### config.mk
export PLATFORM = sky130hd
export DESIGN_NAME = pe_psum_accum
export DESIGN_NICKNAME = d
export VERILOG_FILES = /design/src/rtl/pe_pkg.sv /design/src/rtl/pe_sat_add.sv /design/src/rtl/pe_psum_accum.sv
export SDC_FILE = /design/constraint.sdc
export NUM_CORES = 1
export LEC_CHECK = 0
export ABC_AREA = 1
export BUFFER_PORTS_ARGS = -buffer_cell sky130_fd_sc_hd__buf_2
export CORE_MARGIN = 2
export CORE_UTILIZATION = 35
export CTS_BUF_LIST = sky130_fd_sc_hd__clkbuf_16
export CTS_CLUSTER_SIZE = 25
export DETAILED_ROUTE_END_ITERATION = 10
export SLEW_MARGIN = 5
export SYNTH_ARGS = -nofsm -noshare
export SYNTH_HDL_FRONTEND = slang
export SYNTH_HIERARCHICAL = 1
export SYNTH_SLANG_ARGS = --single-unit
export TNS_END_PERCENT = 5
### constraint.sdc
create_clock -name clk -period 3.75 [get_ports clk]
set_clock_uncertainty 0.05 [all_clocks]
set_input_delay 0 -clock clk [delete_from_list [all_inputs] [get_ports clk]]
set_output_delay 0 -clock clk [all_outputs]
set_load 0.1 [all_outputs]
### src/rtl/pe_pkg.sv
// Shared definitions for the PE datapath stages.
//  - state_t: partial-sum accumulator control states
//  - *_DEF:   default term, accumulator and job-length widths
package pe_pkg;

  localparam int unsigned IN_W_DEF  = 8;
  localparam int unsigned ACC_W_DEF = 20;
  localparam int unsigned LEN_W_DEF = 8;

  typedef enum logic [1:0] {
    IDLE  = 2'd0,
    ACCUM = 2'd1,
    DRAIN = 2'd2
  } state_t;

endpackage

### src/rtl/pe_sat_add.sv
// Unsigned saturating add of a narrow term into a wide accumulator.
// Ports:
//  acc  in  ACC_W  current accumulator value
//  term in  IN_W   term to add (zero-extended)
//  sum  out ACC_W  acc + term, clamped at 2^ACC_W-1
//  ovf  out 1      the true sum exceeded 2^ACC_W-1
module pe_sat_add
  import pe_pkg::*;
#(
  parameter int unsigned IN_W  = IN_W_DEF,
  parameter int unsigned ACC_W = ACC_W_DEF
) (
  input  logic [ACC_W-1:0] acc,
  input  logic [IN_W-1:0]  term,
  output logic [ACC_W-1:0] sum,
  output logic             ovf
);

  localparam int unsigned FULL_W = ACC_W + 1;

  logic [FULL_W-1:0] full;

  // Carry out of the full-width sum selects the clamp value.
  always_comb begin
    full = {1'b0, acc} + FULL_W'(term);
    ovf  = full[ACC_W];
    sum  = ovf ? {ACC_W{1'b1}} : full[ACC_W-1:0];
  end

endmodule

### src/rtl/pe_psum_accum.sv
// Partial-sum accumulator downstream of the PE adder stage. Sums cfg_len
// terms per job into a saturating accumulator and presents each finished
// sum on a one-deep valid/ready output slot.
// Ports:
//  clk, rst          clock; synchronous active-high reset
//  start, cfg_len    begin a job of cfg_len terms (honoured in IDLE only)
//  in_valid, in_data incoming term stream
//  in_ready          a term is accepted this cycle if in_valid
//  out_valid/ready   result handshake
//  out_data, out_sat finished sum and its sticky saturation flag
//  busy              controller is not IDLE
//  err_spur          pulse: a term was offered while in_ready was low
module pe_psum_accum
  import pe_pkg::*;
#(
  parameter int unsigned IN_W  = IN_W_DEF,
  parameter int unsigned ACC_W = ACC_W_DEF,
  parameter int unsigned LEN_W = LEN_W_DEF
) (
  input  logic             clk,
  input  logic             rst,
  input  logic             start,
  input  logic [LEN_W-1:0] cfg_len,
  input  logic             in_valid,
  input  logic [IN_W-1:0]  in_data,
  output logic             in_ready,
  output logic             out_valid,
  input  logic             out_ready,
  output logic [ACC_W-1:0] out_data,
  output logic             out_sat,
  output logic             busy,
  output logic             err_spur
);

  state_t            state_q, state_d;
  logic [ACC_W-1:0]  acc_q, acc_d;
  logic [LEN_W-1:0]  cnt_q, cnt_d;
  logic              sat_q, sat_d;
  logic              out_valid_d;
  logic [ACC_W-1:0]  out_data_d;
  logic              out_sat_d;
  logic              err_spur_d;
  logic              slot_free;
  logic [ACC_W-1:0]  add_sum;
  logic              add_ovf;

  pe_sat_add #(
    .IN_W  (IN_W),
    .ACC_W (ACC_W)
  ) u_sat_add (
    .acc  (acc_q),
    .term (in_data),
    .sum  (add_sum),
    .ovf  (add_ovf)
  );

  assign in_ready  = (state_q == ACCUM);
  assign busy      = (state_q != IDLE);
  // Slot can take a new result if empty or being emptied this cycle.
  assign slot_free = !out_valid || out_ready;

  // Next-state, accumulator and output-slot logic.
  always_comb begin
    state_d     = state_q;
    acc_d       = acc_q;
    cnt_d       = cnt_q;
    sat_d       = sat_q;
    out_valid_d = out_valid;
    out_data_d  = out_data;
    out_sat_d   = out_sat;
    err_spur_d  = in_valid && !in_ready;

    // Consumption; any load below overrides it.
    if (out_valid && out_ready) begin
      out_valid_d = 1'b0;
    end

    case (state_q)
      IDLE: begin
        if (start) begin
          if (cfg_len != '0) begin
            acc_d   = '0;
            sat_d   = 1'b0;
            cnt_d   = cfg_len;
            state_d = ACCUM;
          end else if (slot_free) begin
            out_valid_d = 1'b1;
            out_data_d  = '0;
            out_sat_d   = 1'b0;
          end else begin
            // Empty job parks a zero result in acc until the slot frees.
            acc_d   = '0;
            sat_d   = 1'b0;
            state_d = DRAIN;
          end
        end
      end

      ACCUM: begin
        if (in_valid) begin
          acc_d = add_sum;
          sat_d = sat_q || add_ovf;
          cnt_d = cnt_q - LEN_W'(1);
          if (cnt_q == LEN_W'(1)) begin
            if (slot_free) begin
              out_valid_d = 1'b1;
              out_data_d  = add_sum;
              out_sat_d   = sat_q || add_ovf;
              state_d     = IDLE;
            end else begin
              state_d = DRAIN;
            end
          end
        end
      end

      DRAIN: begin
        if (out_ready) begin
          out_valid_d = 1'b1;
          out_data_d  = acc_q;
          out_sat_d   = sat_q;
          state_d     = IDLE;
        end
      end

      default: begin
        state_d = IDLE;
      end
    endcase
  end

  // State and data registers.
  always_ff @(posedge clk) begin
    if (rst) begin
      state_q   <= IDLE;
      acc_q     <= '0;
      cnt_q     <= '0;
      sat_q     <= 1'b0;
      out_valid <= 1'b0;
      out_data  <= '0;
      out_sat   <= 1'b0;
      err_spur  <= 1'b0;
    end else begin
      state_q   <= state_d;
      acc_q     <= acc_d;
      cnt_q     <= cnt_d;
      sat_q     <= sat_d;
      out_valid <= out_valid_d;
      out_data  <= out_data_d;
      out_sat   <= out_sat_d;
      err_spur  <= err_spur_d;
    end
  end

endmodule

==> impl_results.md <==
- Status: complete, no violations
- Area contributors post-synth: dfxtp_1 (28%), nand2_1 (22%), nor2_1 (9.4%)
- Via count: 4040
- Initial antenna violation count: 0
- Post-Route WL: roughly 10000 µm
- Num rows: 38
- Setup slack, reg-to-reg: ~1.1 ns
- Slew @ Worst Pin: around 0.74 ns
- Yosys top cell by area: dfxtp_1
- RSZ-0062 raised after global routing: no
- Mapped cell area: 0.003914 mm²
- Crit path capture: out_sat$_SDFFE_PP0P_
- CTS tree: built
- Die area: between 0.01 and 0.015 mm²
- R2r startpoint: acc_q[0]$_SDFFE_PP0P_
- Global-route wire length before repair: approximately 18000 µm
- DRC: 0
- Startpoint Class: register
- Final setup fails: 0
- Count of final hold-check violations: 0
- I/O Pins: between 40 and 50
- Setup WS pre-CTS: 1.232 ns
- Clk_lat worst skew: around 0.3 ns
- Post-Syn Nets: roughly 700
- Initial Util: a little over a third
- Routability cong.: slightly below 0.9
- Pin count of the biggest net entering global routing: 38
- Die Wd: roughly 110 µm
- Crit. Startpoint: acc_q[0]$_SDFFE_PP0P_
- YS warnings: 6
- Post-CTS Setup Bufs: 0
- CP Max Fanout: 20
- P per Cell Area: between 700 and 800 mW/mm²
- Core outline area: approximately 0.011 mm²
- # port buffers: 45
- Arrival time worst endpoint: roughly 2.8 ns
- Number of synthesized flops with an enable pin: 0
- Clk root buf: clkbuf_16
- Fin cells: ~840
- CTS Buf Count: 5
- Ys flop type: dfxtp_1
- Number of routed nets with antenna violations: 0
- F_max: roughly 380 MHz
- Worst r2r path cells: 12
- Post-synth top cells: nand2_1 (230), nor2_1 (98), inv_1 (77)
- GRT Overall Usage: a little under a fifth
- Gr ovfl total: 0
- Post-synthesis sequential element count: 54
- Most common cell in the netlist: nand2_1
- Critical Path Sink Type: register
- PnR worst setup slack: between 1 and 1.5 ns
- Fin crit period: 2.600 ns
- Async SR Flop Fraction: 0%
- Cell variety after synth: 31
- Clock transition at path regs: ~0.070 ns
- Min-Delay Path Class: input port to register
- Share of post-route cells with drive strength above 1: about an eighth
- Final Cell Area: ~0.0044 mm²
- Synthesized instance count: roughly 660
- Seq/Total Area, Yosys: between 20% and 30%
- Wire per inst: roughly 12 µm
- H-Tree Depth: 2
- CP required: around 3.9 ns
- Dpl hpwl: between 7000 and 8000 µm
- DR vias/cell: around 4.8
- Ant. Diodes: 0
- Top-area cell type share of the netlist area: about 28%
- P&R area growth vs syn: 11.48%
- Kind of critical path: register to register
- Period utilization: a little over two thirds
- Vias in the first global route: just over 4000
- Post-DP Area: approximately 0.0042 mm²
- Peak supply drop: ~0.00052 V
- Die span in y: approximately 110 µm
- Max-slew violation count: 0
- Reg2reg end: out_sat$_SDFFE_PP0P_
- Slew headroom: roughly half
- Final nets: 731
- DRT Pass-1 Iters: 4
- Longest Clk Path Bufs: 2
- P_leak: around 0.0022 µW
- Number of DRC markers in iteration 0: 228
- Sinks on Clock Net: 54
- Setup tns final: 0 ns
- Mean Syn Cell Area: just under 6 µm²
- DP Cell Count: 825
- Max Cap Violations: 0
[per-stage QoR]
stage | utilization [%] | power, µW | hold slack [ns]
finish | 40.07 | 3383 | 0.01005
CTS | 40.07 | 3419 | 0.008058
global placement | 38.34 | 2852 | 0.2244
detailed placement | 38.34 | 2882 | 0.2342
floorplan | - | 2555 | 0.1008
global route | 40.07 | 3715 | 0.01373
[worst max-delay path, stage by stage (launching register included)]
cell      delay, ns
dfxtp_1        0.33
ha_1           0.24
fa_1           0.46
a21oi_2        0.26
o21bai_4       0.10
nand3_2        0.34
inv_1          0.07
o21ai_0        0.24
o21ai_0        0.14
nand2_1        0.07
nand3_1        0.08
nand2_1        0.08
nor2_1         0.04
[power breakdown]
part | switching (µW) | internal [µW]
Combinational | 1450 | 528
Clock | 210 | 310
Sequential | 149 | 737
Total | 1810 | 1570
[layout by cell type (no fill, tap or decap), drive strengths merged, types with 3 or more instances in the layout]
| cell | count |
|---|---|
| nor2 | 111 |
| dlygate4sd3 | 3 |
| buf | 47 |
| nand2 | 238 |
| dfxtp | 54 |
| nand4 | 6 |
| o21ai | 27 |
| ha | 14 |
| a21oi | 29 |
| clkbuf | 5 |
| nor3 | 4 |
| nand3b | 3 |
| inv | 81 |
| nand3 | 63 |
[how the worst min path moves through the flow]
| stage | slack (ns) | startpoint | endpoint | cells past startpoint |
|---|---|---|---|---|
| 2_1_floorplan | 0.10 | in_valid | err_spur$_SDFF_PP0_ | 2 |
| 3_3_place_gp | 0.22 | in_valid | err_spur$_SDFF_PP0_ | 3 |
| 3_5_place_dp | 0.23 | in_valid | err_spur$_SDFF_PP0_ | 3 |
| 4_1_cts | 0.008 | start | out_valid$_SDFF_PP0_ | 5 |
| 5_1_grt | 0.01 | start | out_valid$_SDFF_PP0_ | 5 |
| 6_report | 0.01 | start | out_valid$_SDFF_PP0_ | 5 |
[sequential cells by signal, indices dropped and copies added, names as in the netlist]
signal,cells
acc_q,20
out_valid,1
cnt_q,8
out_data,20
sat_q,1
state_q,2
err_spur,1
out_sat,1
[timing repair]
item / in CTS / in global routing
hold endpoints to repair: 7 / 0
endpoints found under the setup margin: 0 / 0
resized for setup: 0 / 0
hold buffers: 3 / 0
[cell families after synthesis]
family | share of synthesized area [%]
simple gates | 46.90
xor+xnor | 0.4477
compound gates | 8.312
fa+ha+maj | 4.987
flops | 27.62
buf+inv | 11.73
[final cells by class]
type	instances	area [µm²]
Multi-Input combinational cell	503	2374
Clock inverter	2	33.78
Fill cell	1186	6525
Tap cell	140	175.2
Sequential cell	54	1081
Clock buffer	5	125.1
Timing Repair Buffer	50	270.3
Inverter	81	304.0
[routing by layer]
layer	vias up	global-route usage, %	part of all wire (%)
li1	2114	-	-
met1	1845	21.11	45
met2	60	33.55	50
met3	21	3.260	2.6
met4	0	7.505	2.6
met5	-	0	0
Note: power is estimated with default switching activity, not from simulation.
